`src/rtl/s298_obs_pkg.sv`:
```
// Shared types and constants for the s298 response compactor.
// Holds the FSM state encoding, response width and default MISR constants.
package s298_obs_pkg;

    localparam int          RESP_W       = 6;
    localparam logic [15:0] POLY_DEFAULT = 16'h1021;
    localparam logic [15:0] SEED_DEFAULT = 16'hFFFF;

    typedef enum logic [1:0] {
        ST_IDLE,
        ST_RUN,
        ST_DONE
    } state_t;

endpackage

```
`src/rtl/s298_misr.sv`:
```
// Multiple-input signature register: shift left with POLY feedback, XOR in the response.
// Load restores the seed and takes priority over capture.
module s298_misr
    import s298_obs_pkg::*;
#(
    parameter int               SIG_W = 16,
    parameter logic [SIG_W-1:0] POLY  = POLY_DEFAULT,
    parameter logic [SIG_W-1:0] SEED  = SEED_DEFAULT
) (
    input  logic              CK,
    input  logic              RN,
    input  logic              load,
    input  logic              en,
    input  logic [RESP_W-1:0] resp,
    output logic [SIG_W-1:0]  sig
);

    logic [SIG_W-1:0] sig_next;

    always_comb begin
        sig_next = {sig[SIG_W-2:0], 1'b0} ^ (sig[SIG_W-1] ? POLY : '0) ^ SIG_W'(resp);
    end

    always_ff @(posedge CK or negedge RN) begin
        if (!RN) begin
            sig <= SEED;
        end else if (load) begin
            sig <= SEED;
        end else if (en) begin
            sig <= sig_next;
        end
    end

endmodule

```
`src/rtl/s298_resp_compactor.sv`:
```
// Observation stage for s298: compacts a windowed stream of the six primary outputs
// into a MISR signature, tracks per-bit 0/1 observability, START/DONE handshake.
//
//   state   | meaning
//   --------+-------------------------------------------------------
//   ST_IDLE | no window; outputs hold reset or aborted partial values
//   ST_RUN  | capturing one response vector per clock (BUSY=1)
//   ST_DONE | window complete; SIG/CNT/OBS final until next START
module s298_resp_compactor
    import s298_obs_pkg::*;
#(
    parameter int               SIG_W = 16,
    parameter int               CNT_W = 16,
    parameter logic [SIG_W-1:0] POLY  = POLY_DEFAULT,
    parameter logic [SIG_W-1:0] SEED  = SEED_DEFAULT
) (
    input  logic              CK,
    input  logic              RN,
    input  logic              START,
    input  logic              ABORT,
    input  logic [CNT_W-1:0]  LEN,
    input  logic              G66,
    input  logic              G67,
    input  logic              G117,
    input  logic              G118,
    input  logic              G132,
    input  logic              G133,
    output logic              BUSY,
    output logic              DONE,
    output logic [SIG_W-1:0]  SIG,
    output logic [CNT_W-1:0]  CNT,
    output logic [RESP_W-1:0] OBS0,
    output logic [RESP_W-1:0] OBS1
);

    state_t              state_q, state_d;
    logic [CNT_W-1:0]    cnt_q;
    logic [CNT_W-1:0]    len_q;
    logic [RESP_W-1:0]   obs0_q, obs1_q;
    logic [RESP_W-1:0]   resp;
    logic                load;
    logic                cap;

    assign resp = {G133, G132, G118, G117, G67, G66};

    always_ff @(posedge CK or negedge RN) begin
        if (!RN) begin
            state_q <= ST_IDLE;
        end else begin
            state_q <= state_d;
        end
    end

    // Every RUN cycle captures, including the one where ABORT is seen.
    always_comb begin
        state_d = state_q;
        load    = 1'b0;
        cap     = 1'b0;
        case (state_q)
            ST_IDLE, ST_DONE: begin
                if (START) begin
                    load    = 1'b1;
                    state_d = (LEN == '0) ? ST_DONE : ST_RUN;
                end
            end
            ST_RUN: begin
                cap = 1'b1;
                if (ABORT) begin
                    state_d = ST_IDLE;
                end else if (cnt_q == len_q - CNT_W'(1)) begin
                    state_d = ST_DONE;
                end
            end
            default: state_d = ST_IDLE;
        endcase
    end

    always_ff @(posedge CK or negedge RN) begin
        if (!RN) begin
            cnt_q  <= '0;
            len_q  <= '0;
            obs0_q <= '0;
            obs1_q <= '0;
        end else if (load) begin
            cnt_q  <= '0;
            len_q  <= LEN;
            obs0_q <= '0;
            obs1_q <= '0;
        end else if (cap) begin
            cnt_q  <= cnt_q + CNT_W'(1);
            obs0_q <= obs0_q | ~resp;
            obs1_q <= obs1_q | resp;
        end
    end

    s298_misr #(
        .SIG_W (SIG_W),
        .POLY  (POLY),
        .SEED  (SEED)
    ) u_misr (
        .CK   (CK),
        .RN   (RN),
        .load (load),
        .en   (cap),
        .resp (resp),
        .sig  (SIG)
    );

    assign BUSY = (state_q == ST_RUN);
    assign DONE = (state_q == ST_DONE);
    assign CNT  = cnt_q;
    assign OBS0 = obs0_q;
    assign OBS1 = obs1_q;

endmodule

```
`config.mk`:
```
export PLATFORM = sky130hd
export DESIGN_NAME = s298_resp_compactor
export DESIGN_NICKNAME = d
export VERILOG_FILES = /design/src/rtl/s298_obs_pkg.sv /design/src/rtl/s298_misr.sv /design/src/rtl/s298_resp_compactor.sv
export SDC_FILE = /design/constraint.sdc
export NUM_CORES = 1
export LEC_CHECK = 0
export BUFFER_PORTS_ARGS = -buffer_cell sky130_fd_sc_hd__buf_2
export CORE_AREA = 2 2 85 87
export DETAILED_ROUTE_END_ITERATION = 12
export DIE_AREA = 0 0 87 89
export HOLD_SLACK_MARGIN = 0.02
export PLACE_DENSITY = 0.69
export SLEW_MARGIN = 20
export SYNTH_ARGS = -nofsm -noshare
export SYNTH_HDL_FRONTEND = slang
export SYNTH_HIERARCHICAL = 1
export SYNTH_SLANG_ARGS = --single-unit
```
`constraint.sdc`:
```
create_clock -name CK -period 2.3 [get_ports CK]
set_input_delay 0.23 -clock CK [delete_from_list [all_inputs] [get_ports CK]]
set_output_delay 0.23 -clock CK [all_outputs]
set_load 0.01 [all_outputs]
```
Yosys cells after proc, flatten, opt, wreduce, memory -nomap -nowiden
Index checks and enable logic that the tools add are counted.
{"block": "totals", "ff_bits": 62, "wordCells": 40, "output_inout_bits": 46, "input_bits": 26}
{"block": "op_classes", "eq_ne": 5, "n_bitwise": 5, "muxes": 17, "add_sub_neg": 2, "n_reduce_logical": 5}
{"op": "$mux 16", "n": 4}
{"op": "$mux 6", "n": 4}
{"op": "$add 16x1->16 const B", "n": 1}
{"op": "$eq 16x16->1", "n": 1}
{"op": "$logic_not 16->1", "n": 1}
{"op": "$sub 16x1->16 const B", "n": 1}
{"op": "$xor 16x16->16", "n": 1}
{"op": "$xor 16x6->16", "n": 1}
{"op": "$mux 13", "n": 1}
{"op": "$or 6x6->6", "n": 2}
{"op": "$mux 2", "n": 4}
{"op": "$not 6->6", "n": 1}
{"op": "$pmux 2 s2", "n": 1}
{"op": "$mux 1", "n": 3}
{"op": "$ne 3x2->1 const B", "n": 1}
{"op": "$eq 2x1->1 const B", "n": 1}
{"op": "$eq 2x2->1 const B", "n": 1}
{"op": "$logic_not 2->1", "n": 1}
{"op": "$ne 2x2->1 const B", "n": 1}
{"op": "$reduce_and 2->1", "n": 1}
{"op": "$reduce_bool 2->1", "n": 1}
{"op": "$reduce_or 2->1", "n": 1}

Longest topological paths before layout
Gate-level depths: netlist of the first run.
{"block": "depth", "word_depth": 5, "mapped_depth": 8, "mapped_depth_nobuf": 8}

By module
Netlist of the first run, hierarchy kept.
{"module": "s298_resp_compactor", "instances": 1, "area_per_inst_um2": 2449.8, "cells_each": 272, "seq_area_each_um2": 1151.1}
{"module": "s298_misr", "instances": 1, "area_per_inst_um2": 760.7, "cells_each": 60, "seq_area_each_um2": 420.4}

Worst setup path before layout of the first run
OpenSTA, ideal clock, no wires.
{"block": "synth_timing", "kind": "reg-to-reg", "startpoint": "reg len_q[3]", "endpoint": "reg state_q[0]", "required_ns": 2.162, "synth_period_minus_slack_ns": 2.103, "t_arrival_ns": 1.966, "path_stages_with_launch": 6, "setup_time_ns": 0.138, "path_slack_ns": 0.197, "path_buffers": 0, "path_cell_list": "dfrtp_1 -> nor4_4 -> nand3_2 -> or4_4 -> a2111oi_2 -> a21oi_1"}
{"block": "synth_between", "elab_chain_cells": 4}
{"item": "from (decl)", "line": "s298_resp_compactor.sv:38", "text": "logic [CNT_W-1:0] len_q;"}
{"item": "from (signal assigned)", "line": "s298_resp_compactor.sv:81", "text": "len_q <= '0;"}
{"item": "from (signal assigned)", "line": "s298_resp_compactor.sv:86", "text": "len_q <= LEN;"}
{"item": "$sub 16x1->16", "line": "s298_resp_compactor.sv:70", "text": "end else if (cnt_q == len_q - CNT_W'(1)) begin"}
{"item": "$eq 16x16->1", "line": "s298_resp_compactor.sv:70"}
{"item": "$ne 3x2->1 (no line)"}
{"item": "$reduce_and 2->1 (no line)"}
{"item": "to (signal assigned)", "line": "s298_resp_compactor.sv:50", "text": "state_q <= state_d;"}
{"item": "to (decl)", "line": "s298_resp_compactor.sv:36", "text": "state_t state_q, state_d;"}
No other way between the ends.
A chain may end at the register's enable or synchronous reset.

Worst setup path in the final report of the first run
{"block": "layout_timing", "startpoint": "reg len_q[0]", "endpoint": "reg state_q[1]"}
The elaborated chain is that of the path after synthesis.

==> results.py, run 1 <==
metrics = {
    "run_status": {
        "status": "completed",
    },
    "placed_design": {
        "dp_slack_ns": 0.208,
        "post-place-cells": 477,
        "dpl_cell_area_mm2": 0.00368,
        "gp_congestion": 0.924,
        "hpwl_um": 5440,
        "numPortBuffers": 71,
    },
    "sta": {
        "drv_slew": 0,
        "whs_ns": 0.0912,
        "tns_ns": 0,
        "fmax_mhz": 471,
        "period_needed_ns": 2.12,
        "worst_pin_slew_ns": 0.603,
        "hold_viol_final": 0,
        "post-route-period-util_pct": 92.3,
        "max_slew_margin_pct": 59.8,
        "fin_ws_ns": 0.177,
        "rsz0062_at_grt": "false",
        "fin_skew_ns": 0.0101,
        "setup_viol": 0,
    },
    "clock_tree": {
        "cts_setup_buffers": 0,
        "cts_buffers": 9,
        "clockRootBuffer": "clkbuf_8",
        "clock_sinks": 62,
        "insertion_delay_ns": 0.34,
        "htreeDepth": 3,
        "path_clk_slew_ns": 0.07,
        "cts_buffer_depth": 2,
        "cts_resized": 0,
        "cts_tree": "yes",
    },
    "layout": {
        "syn_to_final_growth_pct": 22.2,
        "antenna_cells": 0,
        "fin_area_mm2": 0.00392,
        "final_layout_size_suffix_gt1_share_pct": 29.2,
        "utilization_pct": 58.4,
        "layout.nets": 437,
        "layoutNonFillerInstCount": 494,
    },
    "setup_path": {
        "end_kind": "register",
        "crit_fanout": 4,
        "crit_arrival_ns": 2.39,
        "critPathLaunch": "len_q[0]",
        "cp.required_ns": 2.56,
        "crit_type": "register to register",
        "worstReg2RegStart": "len_q[0]",
        "startpoint_type": "register",
    },
    "floorplan": {
        "ios": 72,
        "dieWidth_um": 87,
        "die_y_um": 89,
        "placementRows": 30,
        "initial_utilization_pct": 47.8,
        "core_area_mm2": 0.00672,
        "die_area_mm2": 0.00774,
    },
    "synth": {
        "synthXorXnorAreaFrac_pct": 9.47,
        "synth-compound-area-share_pct": 10.5,
        "synth_top_family_by_area": "simple AND/OR/NAND/NOR gates",
        "synth_edf_count": 0,
        "syn_area_mm2": 0.00321,
        "syn_inst": 332,
        "yosys.cell_types.count": 46,
        "async_flop_share_pct": 100,
        "synth_most_common_cell": "nand2_1",
        "synth_area_leaders": "dfrtp_1 36%, dfstp_2 13%, nand2_1 6.8%",
        "synth-seq-area-share_pct": 48.9,
        "yosys_warnings": 6,
        "synthSimpleGateAreaFrac_pct": 24.8,
        "ys_ff_latch": 62,
        "yosysTopAreaCell": "dfrtp_1",
        "avgSynthCellArea_um2": 9.67,
        "synth_top_area_share_pct": 35.9,
        "synth_adder_area_share_pct": 0.779,
        "synth_commonest_cells": "58 x nand2_1, 46 x dfrtp_1, 34 x nor2_1",
        "syn_nets": 360,
        "synthMuxAreaShare_pct": 2.49,
        "synthFlopType": "dfrtp_1",
    },
    "detailed_routing": {
        "post-route-drc-count": 0,
        "vias": 2630,
        "vias_per_cell": 5.32,
        "wl_per_cell_um": 15.3,
        "ant_nets": 0,
        "wirelength_um": 7570,
        "initialDrtViolationCount": 155,
        "drt_pass1_iterations": 4,
    },
    "power": {
        "irDropWorstVdd_v": 0.000421,
        "powerDensity_mw_per_mm2": 954,
        "p_leak_nw": 1.85,
        "total_power_mw": 3.74,
    },
    "job": {
        "max_cap_violations": 0,
    },
    "grt": {
        "grt_max_degree": 43,
        "grt-ovfl-total": 0,
        "antenna_found_initial": 0,
        "grt_pass1_wl_um": 12300,
        "grt_pass1_vias": 2465,
        "grt_use_total_pct": 20.7,
    },
    "min_path": {
        "hold_class": "primary input to register",
        "min-delay-start": "LEN[12]",
    },
}
-- repair_timing --
item | 4_1_cts | 5_1_grt
hold buffers | 1 | 0
endpoints found under the setup margin | 0 | 0
hold endpoints to repair | 17 | 0
-- worst max-delay path: stages, from the launching register on --
cell and delay (ns):
dfrtp_1 0.44, inv_1 0.11, ha_1 0.20, nor2b_1 0.36, nand2_1 0.13, o311ai_0 0.34
nor2b_1 0.11, nor4_1 0.21, o2bb2ai_1 0.15
-- logic make-up after synthesis --
| kind of cell | count (synthesis) |
|---|---|
| and+or+nand+nor | 157 |
| DFF | 62 |
| AOI/OAI and AO/OA | 46 |
| xor gates and xnor gates | 33 |
| buffers and inverters | 24 |
| muxes | 8 |
| adders and majority gates | 2 |
-- worst paths after layout --
path / endpoint / cells past startpoint / slack (ns)
min in group asynchronous: CNT[13] / 2 / 0.42
min: len_q[12] / 3 / 0.09
max reg2reg: state_q[1] / 8 / 0.18
max in group asynchronous: u_misr/sig[1] / 3 / 1.20
min reg2reg: state_q[1] / 1 / 0.49
max: state_q[1] / 8 / 0.18
-- sequential cells by signal, summed over array words and instances, names as in the netlist --
name and flops:
len_q 16, OBS0 6, OBS1 6, state_q 2, u_misr/sig 16, CNT 16
-- cell type report --
cell class / count / area [µm²]
Tap cell: 80 / 100
Timing Repair Buffer: 81 / 445
Sequential cell: 62 / 1570
Clock buffer: 10 / 138
Multi-Input combinational cell: 246 / 1540
Inverter: 9 / 33.8
Clock inverter: 6 / 91.3
Fill cell: 629 / 2800
-- power by group --
group          switching [mW]  leakage (nW)  internal (mW)
clock                   0.447         0.117          0.647
combinational           0.543         0.977          0.501
sequential              0.234         0.760           1.37
total                    1.23          1.85           2.52
-- metal layers --
layer / track usage [%] / vias to the layer above / part of all wire [%]
met4: 9.38 / 0 / 1.8
met2: 30.3 / 74 / 45
met3: 3.51 / 11 / 4.0
met1: 30.2 / 1247 / 49
met5: 0 / - / 0
li1: - / 1298 / -
-- cell usage in the layout (no fill, tap or decap), types with 5 or more instances in the layout --
cell type | netlist | final
buf_2 | 5 | 71
nand2_1 | 58 | 58
dfrtp_1 | 46 | 46
nor2_1 | 34 | 34
xnor2_1 | 24 | 24
nor2b_1 | 20 | 20
a211o_1 | 16 | 16
dfstp_2 | 16 | 16
o21ai_0 | 10 | 10
clkbuf_8 | 0 | 10
nand4_1 | 9 | 9
inv_1 | 8 | 8
xor2_1 | 8 | 8
mux2i_1 | 8 | 8
buf_4 | 0 | 8
a21oi_1 | 7 | 7
nor4_1 | 7 | 7
nand3_1 | 6 | 6
nor3_1 | 5 | 5
(Power assumes the default switching activity.)
==> inputs of run 2 (changes only) <==
--- a/config.mk
+++ b/config.mk
@@ -9,8 +9,10 @@
 export CORE_AREA = 2 2 85 87
 export DETAILED_ROUTE_END_ITERATION = 12
 export DIE_AREA = 0 0 87 89
+export GPL_ROUTABILITY_DRIVEN = 0
 export HOLD_SLACK_MARGIN = 0.02
 export PLACE_DENSITY = 0.69
+export SETUP_SLACK_MARGIN = 0.2
 export SLEW_MARGIN = 20
 export SYNTH_ARGS = -nofsm -noshare
 export SYNTH_HDL_FRONTEND = slang
==> results.py, run 2 (synthesized netlist as in run 1, its figures left out) <==
metrics = {
    "sta": {
        "setup_viol": 0,
        "period_needed_ns": 2.06,
        "post-route-period-util_pct": 89.4,
        "max_slew_margin_pct": 49.3,
        "hold_viol_final": 0,
        "drv_slew": 0,
        "worst_pin_slew_ns": 0.760,
        "fin_skew_ns": 0.0157,
        "fmax_mhz": 486,
        "rsz0062_at_grt": "true",
        "tns_ns": 0,
    },
    "placed_design": {
        "dpl_cell_area_mm2": 0.00366,
        "numPortBuffers": 71,
        "hpwl_um": 5050,
        "post-place-cells": 476,
    },
    "setup_path": {
        "crit_fanout": 5,
        "crit_arrival_ns": 2.26,
        "r2r_cells": 5,
        "cp.required_ns": 2.50,
        "crit_type": "register to register",
        "end_kind": "register",
        "startpoint_type": "register",
    },
    "floorplan": {
        "core_area_mm2": 0.00672,
        "placementRows": 30,
        "dieWidth_um": 87,
        "initial_utilization_pct": 47.8,
        "die_area_mm2": 0.00774,
        "ios": 72,
        "die_y_um": 89,
    },
    "layout": {
        "layout.nets": 436,
        "syn_to_final_growth_pct": 21.5,
        "layoutNonFillerInstCount": 493,
        "antenna_cells": 0,
        "final_layout_size_suffix_gt1_share_pct": 30.0,
        "layout_commonest_cell": "buf_2",
        "fin_area_mm2": 0.00390,
        "layout_common_cells": "71 x buf_2, 58 x nand2_1, 45 x dfrtp_1, 34 x nor2_1, 24 x xnor2_1",
    },
    "grt": {
        "grt_use_total_pct": 19.3,
        "grt-ovfl-total": 0,
        "grt_pass1_vias": 2356,
        "grt_max_degree": 63,
        "grt_pass1_wl_um": 11600,
        "antenna_found_initial": 0,
    },
    "clock_tree": {
        "cts_buffer_depth": 2,
        "path_clk_slew_ns": 0.07,
        "cts_buffers": 9,
        "clock_sinks": 62,
        "htreeDepth": 3,
        "clockRootBuffer": "clkbuf_8",
        "insertion_delay_ns": 0.34,
        "cts_tree": "yes",
    },
    "power": {
        "seq_power_share_pct": 44.4,
        "sw_frac_of_total_pct": 33.1,
        "power.share.clock_pct": 26.3,
        "powerDensity_mw_per_mm2": 923,
        "switchingPower_mw": 1.19,
        "p_leak_nw": 1.83,
        "pwr-share-comb_pct": 29.3,
        "p_int_mw": 2.41,
        "irDropWorstVdd_v": 0.000445,
    },
    "detailed_routing": {
        "vias_per_cell": 5.33,
        "vias": 2627,
        "drt_pass1_iterations": 4,
        "wl_per_cell_um": 14.6,
        "ant_nets": 0,
        "wirelength_um": 7190,
        "post-route-drc-count": 0,
        "initialDrtViolationCount": 148,
    },
    "run_status": {
        "status": "completed",
    },
    "job": {
        "max_cap_violations": 0,
    },
    "min_path": {
        "hold_class": "primary input to async pin",
    },
}
## run 2: cell count changes in the layout (fill, tap and decap cells not counted), sizes merged
cell and delta:
clkbuf +1, clkinvlp +1, inv -1, dlygate4sd3 -1
bufinv -1
## run 2: area by class of cell
type                    instances  area, µm²
well taps                      80        100
multi-input cells             246       1570
clock inverters                 5       56.3
flip-flops and latches         62       1570
fillers                       602       2820
clock buffers                  11        141
repair buffers                 80        423
inverters                       9       33.8
## run 2: repair_timing
action | in CTS | in global routing
gates resized for setup | 0 | 6
setup buffers | 0 | 1
endpoints found under the setup margin | 0 | 2
hold buffers | 0 | 0
hold endpoints to repair | 0 | 0
## run 2: path summary, 6_finish.rpt
kind                            startpoint    endpoint  slack, ns
min in group CK                    LEN[11]   len_q[11]       0.10
worst max-delay path              len_q[3]  state_q[0]       0.24
worst max register to register    len_q[3]  state_q[0]       0.24
worst min register to register  state_q[0]  state_q[1]       0.49
worst min-delay path                    RN     CNT[13]       0.04
max in group asynchronous               RN    len_q[3]       1.72
## run 2: critical path: stages (launching register included)
cell and delay [ns]:
dfrtp_2 0.44, nor4_4 0.32, nand3_2 0.14, or4_4 0.52
a2111oi_4 0.39, a21oi_1 0.11
## run 2: routing by layer
| layer | wire (µm) | track usage (%) | share of wire [%] |
|---|---|---|---|
| met1 | 3620 | 29.3 | 50 |
| met2 | 3030 | 26.8 | 42 |
| met3 | 376 | 3.23 | 5.2 |
| met4 | 158 | 9.23 | 2.2 |
| met5 | 0 | 0 | 0 |
## run 2: metrics by stage
| stage | setup slack (ns) | hold WS, ns | utilization [%] | total power [mW] |
|---|---|---|---|---|
| after floorplan | 0.205 | -0.0656 | - | 2.27 |
| after global placement | 0.295 | 0.436 | 54.5 | 2.63 |
| after detailed placement | 0.246 | 0.440 | 54.5 | 2.65 |
| after CTS | 0.203 | 0.0674 | 57.5 | 3.61 |
| after global routing | 0.112 | 0.108 | 58.1 | 3.83 |
| final | 0.243 | 0.0434 | 58.1 | 3.60 |
## run 2: power by group through the flow
| stage | clock network [mW] | logic [mW] | registers (mW) |
|---|---|---|---|
| 2_1_floorplan | 0 | 0.622 | 1.65 |
| 3_3_place_gp | 0 | 1.02 | 1.61 |
| 3_5_place_dp | 0 | 1.03 | 1.61 |
| 4_1_cts | 0.976 | 1.04 | 1.59 |
| 5_1_grt | 1.01 | 1.18 | 1.64 |
| 6_report | 0.947 | 1.06 | 1.60 |
==> inputs of run 3 (changes only) <==
--- a/config.mk
+++ b/config.mk
@@ -6,9 +6,9 @@
 export NUM_CORES = 1
 export LEC_CHECK = 0
 export BUFFER_PORTS_ARGS = -buffer_cell sky130_fd_sc_hd__buf_2
-export CORE_AREA = 2 2 85 87
+export CORE_AREA = 2 2 84 86
 export DETAILED_ROUTE_END_ITERATION = 12
-export DIE_AREA = 0 0 87 89
+export DIE_AREA = 0 0 86 88
 export GPL_ROUTABILITY_DRIVEN = 0
 export HOLD_SLACK_MARGIN = 0.02
 export PLACE_DENSITY = 0.69
@@ -16,5 +16,4 @@
 export SLEW_MARGIN = 20
 export SYNTH_ARGS = -nofsm -noshare
 export SYNTH_HDL_FRONTEND = slang
-export SYNTH_HIERARCHICAL = 1
 export SYNTH_SLANG_ARGS = --single-unit
==> results.py, run 3 <==
metrics = {
    "floorplan": {
        "die_y_um": 88,
        "initial_utilization_pct": 46.5,
        "dieWidth_um": 86,
        "ios": 72,
        "die_area_mm2": 0.00757,
        "placementRows": 30,
        "core_area_mm2": 0.00664,
    },
    "clock_tree": {
        "insertion_delay_ns": 0.34,
        "cts_buffer_depth": 2,
        "cts_buffers": 9,
        "path_clk_slew_ns": 0.08,
        "clock_sinks": 62,
        "cts_tree": "yes",
        "ctsHoldBuffers": 0,
        "clockRootBuffer": "clkbuf_8",
        "htreeDepth": 3,
    },
    "power": {
        "p_leak_nw": 1.81,
        "powerDensity_mw_per_mm2": 989,
        "irDropWorstVdd_v": 0.000562,
    },
    "synth": {
        "yosys_warnings": 0,
        "synth_area_leaders": "dfrtp_1 37%, dfstp_2 14%, nand2_1 8.0%",
        "ys_ff_latch": 62,
        "syn_area_mm2": 0.00309,
        "synth_top_area_share_pct": 37.3,
        "synthFlopType": "dfrtp_1",
        "synth_commonest_cells": "66 x nand2_1, 46 x dfrtp_1, 45 x nor2_1",
        "syn_inst": 332,
        "syn_nets": 360,
        "yosys.cell_types.count": 42,
        "yosysTopAreaCell": "dfrtp_1",
        "async_flop_share_pct": 100,
        "avgSynthCellArea_um2": 9.30,
        "synth_edf_count": 0,
        "synth-seq-area-share_pct": 50.9,
        "synth_most_common_cell": "nand2_1",
    },
    "detailed_routing": {
        "vias_per_cell": 5.39,
        "initialDrtViolationCount": 128,
        "drt_pass1_iterations": 4,
        "ant_nets": 0,
        "wirelength_um": 7670,
        "post-route-drc-count": 0,
        "vias": 2679,
        "wl_per_cell_um": 15.4,
    },
    "placed_design": {
        "hpwl_um": 5510,
        "numPortBuffers": 71,
    },
    "setup_path": {
        "worstReg2RegStart": "len_q[3]",
        "crit_type": "register to register",
        "critPathBufInv": 0,
        "cp.required_ns": 2.57,
        "crit_family": "simple AND/OR/NAND/NOR gates",
        "crit_chain": "or4_4, o31ai_1, a21oi_1, nor4_2, a41o_1",
        "cpMaxStageDelayCell": "or4_4",
        "startpoint_type": "register",
        "cpPeakStageDelay_ns": 0.56,
        "crit_fanout": 7,
        "critPathLaunch": "len_q[3]",
        "crit_arrival_ns": 2.26,
        "end_kind": "register",
    },
    "layout": {
        "antenna_cells": 0,
        "utilization_pct": 57.9,
        "syn_to_final_growth_pct": 24.6,
        "layout.nets": 440,
        "layout_common_cells": "71 x buf_2, 66 x nand2_1, 45 x dfrtp_1, 45 x nor2_1, 23 x xnor2_1",
        "layout_commonest_cell": "buf_2",
        "final_layout_size_suffix_gt1_share_pct": 31.9,
        "fillerInstances": 606,
    },
    "sta": {
        "fmax_mhz": 502,
        "hold_viol_final": 0,
        "period_needed_ns": 1.99,
        "fin_skew_ns": 0.0107,
        "tns_ns": 0,
        "max_slew_margin_pct": 48.7,
        "setup_viol": 0,
        "rsz0062_at_grt": "false",
        "worst_pin_slew_ns": 0.770,
        "drv_slew": 0,
        "post-route-period-util_pct": 86.6,
    },
    "run_status": {
        "status": "completed",
    },
    "grt": {
        "antenna_found_initial": 0,
        "grt_use_total_pct": 21.7,
        "grt_max_degree": 63,
        "grt_pass1_wl_um": 12700,
        "grt-ovfl-total": 0,
        "grt_pass1_vias": 2584,
    },
    "job": {
        "max_cap_violations": 0,
    },
    "min_path": {
        "hold_class": "primary input to async pin",
    },
}
[run 3: cell count changes in the layout (fill, tap and decap cells not counted), moves of 3 or more]
cell	change
nor2_1	+11
inv_1	-4
o22a_1	+7
mux2i_1	-5
nor2b_1	-16
nand2_1	+8
buf_4	+3
o211ai_1	+3
nand4_1	-3
a21oi_1	+4
nor3_2	+4
nor4_1	+3
a211o_1	-16
a31oi_1	+4
[run 3: worst paths after layout]
path | slack [ns] | end | cells past startpoint
max | 0.31 | state_q[1] | 5
min | 0.06 | len_q[3] | 2
max reg2reg | 0.31 | state_q[1] | 5
min reg2reg | 0.49 | u_misr.sig[13] | 2
max in group asynchronous | 1.72 | len_q[3] | 2
min in group CK | 0.11 | len_q[9] | 3
[run 3: timing repair]
item                       CTS  global route
buffers inserted             0             3
gates resized for setup      0            11
setup endpoints to repair    0             2
[run 3: worst register-to-register path, stage by stage, from the launching register on]
cell and delay, ns:
dfrtp_2 0.47, or4_4 0.56, o31ai_1 0.27, a21oi_1 0.13, nor4_2 0.29, a41o_1 0.21
[run 3: kinds of logic (layout without fill, tap and decap cells)]
kind of cell / after synthesis / after routing / share of synthesized area [%]
fa+ha+maj: 2 / 2 / 0.810
compound gates: 51 / 51 / 11.1
buf+inv: 20 / 105 / 2.71
flops: 62 / 62 / 50.9
simple gates: 161 / 161 / 24.2
xor+xnor: 33 / 33 / 9.36
mux: 3 / 3 / 0.972
[run 3: metrics by stage]
stage | power [mW] | hold slack (ns) | setup slack [ns] | instance area (µm²) | std cells
3_3_place_gp | 2.63 | 0.438 | 0.350 | 3550 | 478
3_5_place_dp | 2.66 | 0.444 | 0.294 | 3550 | 478
2_1_floorplan | 2.27 | -0.0656 | 0.394 | 3090 | 332
6_report | 3.81 | 0.0560 | 0.309 | 3850 | 497
5_1_grt | 4.05 | 0.110 | 0.215 | 3850 | 497
4_1_cts | 3.79 | 0.0706 | 0.268 | 3790 | 494
[run 3: where the power goes]
part           switching, mW  leakage, nW  internal [mW]
sequential             0.256        0.759           1.37
combinational          0.583        0.932          0.486
clock                  0.438        0.116          0.669
total                   1.28         1.81           2.53
[run 3: final cells by class]
cell class	count	area, µm²	area share, %
Clock buffer	11	151	3.93
Clock inverter	5	81.3	2.11
Inverter	6	22.5	0.585
Multi-Input combinational cell	250	1480	38.3
Sequential cell	62	1570	40.9
Tap cell	80	100	2.60
Timing Repair Buffer	83	445	11.6
[run 3: routing by layer]
| metal | GRT usage [%] | wire length [µm] | up-vias |
|---|---|---|---|
| met5 | 0 | 0 | - |
| met3 | 6.41 | 546 | 13 |
| met4 | 6.93 | 115 | 0 |
| met2 | 33.8 | 3550 | 98 |
| li1 | - | - | 1299 |
| met1 | 29.3 | 3460 | 1269 |
